<file path="config.mk">
export PLATFORM = sky130hd
export DESIGN_NAME = serial_add_ctrl
export DESIGN_NICKNAME = d
export VERILOG_FILES = /design/src/rtl/serial_add_pkg.sv /design/src/rtl/serial_add_ctrl_fa_cell.sv /design/src/rtl/serial_add_ctrl.sv
export SDC_FILE = /design/constraint.sdc
export NUM_CORES = 1
export LEC_CHECK = 0
export BUFFER_PORTS_ARGS = -buffer_cell sky130_fd_sc_hd__buf_4
export CAP_MARGIN = 10
export CORE_ASPECT_RATIO = 2
export CORE_UTILIZATION = 49
export CTS_BUF_LIST = sky130_fd_sc_hd__clkbuf_8
export DETAILED_ROUTE_END_ITERATION = 10
export HOLD_SLACK_MARGIN = 0.06
export MAX_ROUTING_LAYER = met4
export PLACE_DENSITY = 0.79
export SLEW_MARGIN = 5
export SYNTH_ARGS = -nofsm -noshare
export SYNTH_HDL_FRONTEND = slang
export SYNTH_SLANG_ARGS = --single-unit
</file>
<file path="constraint.sdc">
create_clock -name CLK -period 1.25 [get_ports CLK]
set_clock_uncertainty 0.05 [all_clocks]
set_input_delay 0.25 -clock CLK [delete_from_list [all_inputs] [get_ports CLK]]
set_output_delay 0.25 -clock CLK [all_outputs]
set_load 0.1 [all_outputs]
</file>
<file path="src/rtl/serial_add_pkg.sv">
// Shared types and defaults for the bit-serial adder controller.
// Pure declarations: no latency, no flow control.
// Backpressure: none.
package serial_add_pkg;

    typedef enum logic [1:0] {
        IDLE  = 2'd0,
        SHIFT = 2'd1,
        FIN   = 2'd2
    } state_t;

    localparam int DEFAULT_W = 8;

endpackage

</file>
<file path="src/rtl/serial_add_ctrl_fa_cell.sv">
// Gate-level full adder: the only arithmetic cell in the serial adder.
// Latency: combinational.
// Backpressure: none.
module fa_cell (
    output logic SUM,
    output logic COUT,
    input  logic A,
    input  logic B,
    input  logic CIN
);

    logic p;
    logic g;
    logic t;

    xor x_prop (p, A, B);
    xor x_sum  (SUM, p, CIN);
    and a_gen  (g, A, B);
    and a_prop (t, p, CIN);
    or  o_cout (COUT, g, t);

endmodule

</file>
<file path="src/rtl/serial_add_ctrl.sv">
// Bit-serial W-bit adder: one fa_cell time-shared LSB-first over W cycles; SERIAL_ADD_SUB_EN adds a SUB port (A-B).
// Latency: DONE in the cycle W edges after the accepting edge; BUSY covers W+1 cycles.
// Backpressure: START is only accepted in IDLE; requests while BUSY are dropped, not queued.
module serial_add_ctrl
    import serial_add_pkg::*;
#(
    parameter int W = DEFAULT_W
) (
    input  logic         CLK,
    input  logic         RST,
    input  logic         START,
    input  logic [W-1:0] A,
    input  logic [W-1:0] B,
`ifdef SERIAL_ADD_SUB_EN
    input  logic         SUB,
`endif
    output logic         BUSY,
    output logic         DONE,
    output logic [W-1:0] SUM,
    output logic         COUT
);

    localparam int CW = $clog2(W);

    state_t        state;
    state_t        state_nxt;
    logic          load;
    logic          step;
    logic          last;

    logic [W-1:0]  sh_a;
    logic [W-1:0]  sh_b;
    logic [W-1:0]  sh_s;
    logic [CW-1:0] cnt;
    logic          carry;
    logic          cell_sum;
    logic          cell_cout;
    logic          sub_in;

`ifdef SERIAL_ADD_SUB_EN
    assign sub_in = SUB;
`else
    assign sub_in = 1'b0;
`endif

    assign last = (cnt == CW'(W - 1));
    assign BUSY = (state != IDLE);
    assign DONE = (state == FIN);

    always_ff @(posedge CLK) begin
        if (RST) begin
            state <= IDLE;
        end else begin
            state <= state_nxt;
        end
    end

    always_comb begin
        state_nxt = state;
        load      = 1'b0;
        step      = 1'b0;
        case (state)
            IDLE: begin
                if (START) begin
                    load      = 1'b1;
                    state_nxt = SHIFT;
                end
            end
            SHIFT: begin
                step = 1'b1;
                if (last) begin
                    state_nxt = FIN;
                end
            end
            FIN: begin
                state_nxt = IDLE;
            end
            default: begin
                state_nxt = IDLE;
            end
        endcase
    end

    fa_cell u_cell (
        .SUM  (cell_sum),
        .COUT (cell_cout),
        .A    (sh_a[0]),
        .B    (sh_b[0]),
        .CIN  (carry)
    );

    // Subtraction is A + ~B + 1: invert B at capture and seed the carry with 1.
    always_ff @(posedge CLK) begin
        if (RST) begin
            sh_a  <= '0;
            sh_b  <= '0;
            sh_s  <= '0;
            cnt   <= '0;
            carry <= 1'b0;
            SUM   <= '0;
            COUT  <= 1'b0;
        end else if (load) begin
            sh_a  <= A;
            sh_b  <= sub_in ? ~B : B;
            carry <= sub_in;
            cnt   <= '0;
        end else if (step) begin
            sh_a  <= sh_a >> 1;
            sh_b  <= sh_b >> 1;
            sh_s  <= {cell_sum, sh_s[W-1:1]};
            carry <= cell_cout;
            cnt   <= cnt + 1'b1;
            // Result lands on the edge that enters FIN, so SUM holds through SHIFT.
            if (last) begin
                SUM  <= {cell_sum, sh_s[W-1:1]};
                COUT <= cell_cout;
            end
        end
    end

endmodule

</file>
==> run_results.csv <==
group,metric,value,unit
drt,drt_iter0_markers,33,
drt,wl_per_cell,16.0,um
place,place_ws,-0.0898,ns
synthesis,synth_cell_types,27,
synthesis,synth_area_leaders,"dfxtp_1 (47%), a21oi_1 (9.9%), nand2_1 (8.6%), a211oi_1 (3.7%), buf_6 (3.5%)",
critical_path,reg2regPathDepth,5,
final_layout,n_antenna_cell,0,
final_layout,layout.nets,258,
synthesis,synth_edf_count,0,
place,hpwl,2.20,mm
pwr,finalPower,3.11,mW
worst_hold_path,whs_endpoint,"sh_b[7]$_SDFFE_PP0P_",
place,routabilityCongestion,0.787,
sta,finalCriticalPeriod,1.47,ns
floorplanning,num_rows,29,
pwr,peakVddDrop,0.00161,V
critical_path,arrival,1.17,ns
floorplanning,die_y,83.3,um
worst_hold_path,hold_depth,3,
synthesis,async_flop_share,0,%
clock_network,holdBufCountCts,0,
place,place_area,0.00193,mm^2
synthesis,yosysSeqAreaShare,46.9,%
place,io_buffer_count,29,
synthesis,avgSynthCellArea,8.62,um^2
synthesis,yosys.area.top_type,"dfxtp_1",
final_layout,seq_area,779,um^2
global_route,track_usage,24.2,%
global_route,grt_pass1_vias,1378,
run_status,outcome,"finished with violations",
synthesis,syn_nets,210,
final_layout,utilization,80.1,%
floorplanning,coreArea,0.00316,mm^2
drt,drt_wl_total,4.30,mm
clock_network,numCtsBuffers,5,
final_layout,final_cell_mix,"buf_4 (39), nand2_1 (28), dfxtp_1 (25), a21oi_1 (22)",
sta,tightest_slew,0.495,ns
job,max_cap_viol_count,0,
clock_network,cts_tree,"built",
global_route,grt_max_degree,39,
critical_path,r2r_end,"sh_b[5]$_SDFFE_PP0P_",
clock_network,htreeDepth,2,
drt,drc,0,
floorplanning,die_x,42.7,um
sta,fin_ws,-0.215,ns
sta,fin_crit_sh,117,%
final_layout,area_growth,56.1,%
critical_path,r2r-start,"state[0]$_SDFFE_PP0P_",
drt,ant_nets,0,
synthesis,yosysWarningCount,0,
drt,via_per_inst,5.60,
sta,hold_ws,0.171,ns
global_route,grt_first_pass_wirelength,6.31,mm
floorplanning,initial_utilization,51.3,%
place,placed_cells,248,
final_layout,final_common_cell,"buf_4",
final_layout,fillers,198,
synthesis,synthesis.area,0.00162,mm^2
final_layout,fin_cells,268,
sta,max_freq,0.682,GHz
pwr,leakage,0.953,nW
clock_network,clk_pin_slew_worst_paths,0.07,ns
critical_path,end_kind,"output pin",
clock_network,worstSkewPairLatency,0.30,ns
synthesis,syn_inst,188,
drt,vias,1500,
final_layout,multi_input_area,0.00101,mm^2
sta,slew-limit-headroom,67.0,%
critical_path,worst-setup-path-type,"reg -> out",
sta,hold_viol,0,
sta,finalSetupTns,-2.52,ns
clock_network,cts_root_buffer,"clkbuf_8",
critical_path,path_max_fanout,4,
worst_hold_path,hp-class,"in -> reg",
floorplanning,pin_count,30,
sta,slew_violations,0,
synthesis,synth_top_area_share,46.9,%
sta,rsz0062_at_grt,"yes",
run_status,violations,"setup timing",
final_layout,finalInstanceArea,0.00253,mm^2
drt,firstDrtPassIters,5,
pwr,p_per_area,1230,mW/mm^2
final_layout,drive_above_1_share,56.5,%
critical_path,worstPathRequired,0.95,ns
floorplanning,die_area,0.00355,mm^2
sta,setup_violations,30,
worst_hold_path,hold_start,"B[7]",
global_route,grt-ovfl-total,0,
synthesis,synth-seq-cells,38,
critical_path,reg2reg_slack,-0.13,ns
global_route,grt_antenna_before_repair,0,
clock_network,clock-sinks,38,
critical_path,start_kind,"flop",
clock_network,cts_buffer_depth,2,
synthesis,ys.flop_type,"dfxtp_1",
cell usage after synthesis (all sizes together), types with 2 or more instances:
master	count
a211oi	12
a21oi	32
buf	11
clkbuf	5
dfxtp	38
ha	2
mux2i	3
nand2	37
nand2b	3
nand3	11
nor2	16
nor3	6
or3b	3
power by group:
part	leakage [nW]	internal, mW	switching (mW)
registers	0.317	1.26	0.0351
clock network	0.0714	0.851	0.439
logic	0.565	0.259	0.263
total	0.953	2.37	0.737
cell families (layout without fill, tap and decap cells):
| group | Yosys count | after routing | share of synthesized area [%] |
|---|---|---|---|
| compound gates | 46 | 46 | 17.8 |
| xor+xnor | 1 | 1 | 0.541 |
| fa+ha+maj | 3 | 3 | 2.78 |
| buf+inv | 16 | 65 | 6.80 |
| flops | 38 | 38 | 46.9 |
| mux | 3 | 3 | 1.85 |
| simple gates | 81 | 81 | 23.3 |
registers in the layout, indices dropped and copies added (netlist names):
signal  count
carry       1
SUM         8
cnt         3
sh_s        7
sh_a        8
sh_b        8
state       2
COUT        1
layer usage:
metal  vias to the layer above  part of all wire, %  track usage (%)  wire length [um]
met4                         0                  3.7             15.1               159
met3                        13                  3.0             6.09               129
met5                         -                    0                -                 0
li1                        731                    -                -                 -
met2                        42                   58             40.2              2510
met1                       714                   35             24.2              1500
area by class of cell:
type | instances | area share [%]
multi-input cells | 134 | 40.0
flip-flops and latches | 38 | 30.8
repair buffers | 57 | 22.1
clock buffers | 6 | 3.26
clock inverters | 2 | 2.37
well taps | 31 | 1.53
critical path, cell delays in order (launching register included):
cell and delay, ns:
dfxtp_2 0.34, buf_6 0.13, or2_4 0.24, buf_12 0.17
repair_timing:
action,CTS,global route
gates resized for setup,48,46
pin swaps,26,16
setup buffers,6,4
cloned,1,3
setup endpoints to repair,38,41
how the worst max path moves through the flow:
stage	endpoint	cells after the start	slack [ns]	start
6_report	BUSY	3	-0.22	state[0]$_SDFFE_PP0P_
3_5_place_dp	sh_a[5]$_SDFFE_PP0P_	4	-0.09	state[1]$_SDFFE_PP0P_
2_1_floorplan	sh_a[4]$_SDFFE_PP0P_	6	-0.11	state[1]$_SDFFE_PP0P_
5_1_grt	BUSY	3	-0.25	state[0]$_SDFFE_PP0P_
4_1_cts	BUSY	3	-0.21	state[0]$_SDFFE_PP0P_
3_3_place_gp	sh_a[0]$_SDFFE_PP0P_	4	-0.06	state[0]$_SDFFE_PP0P_
(Power assumes the default switching activity.)
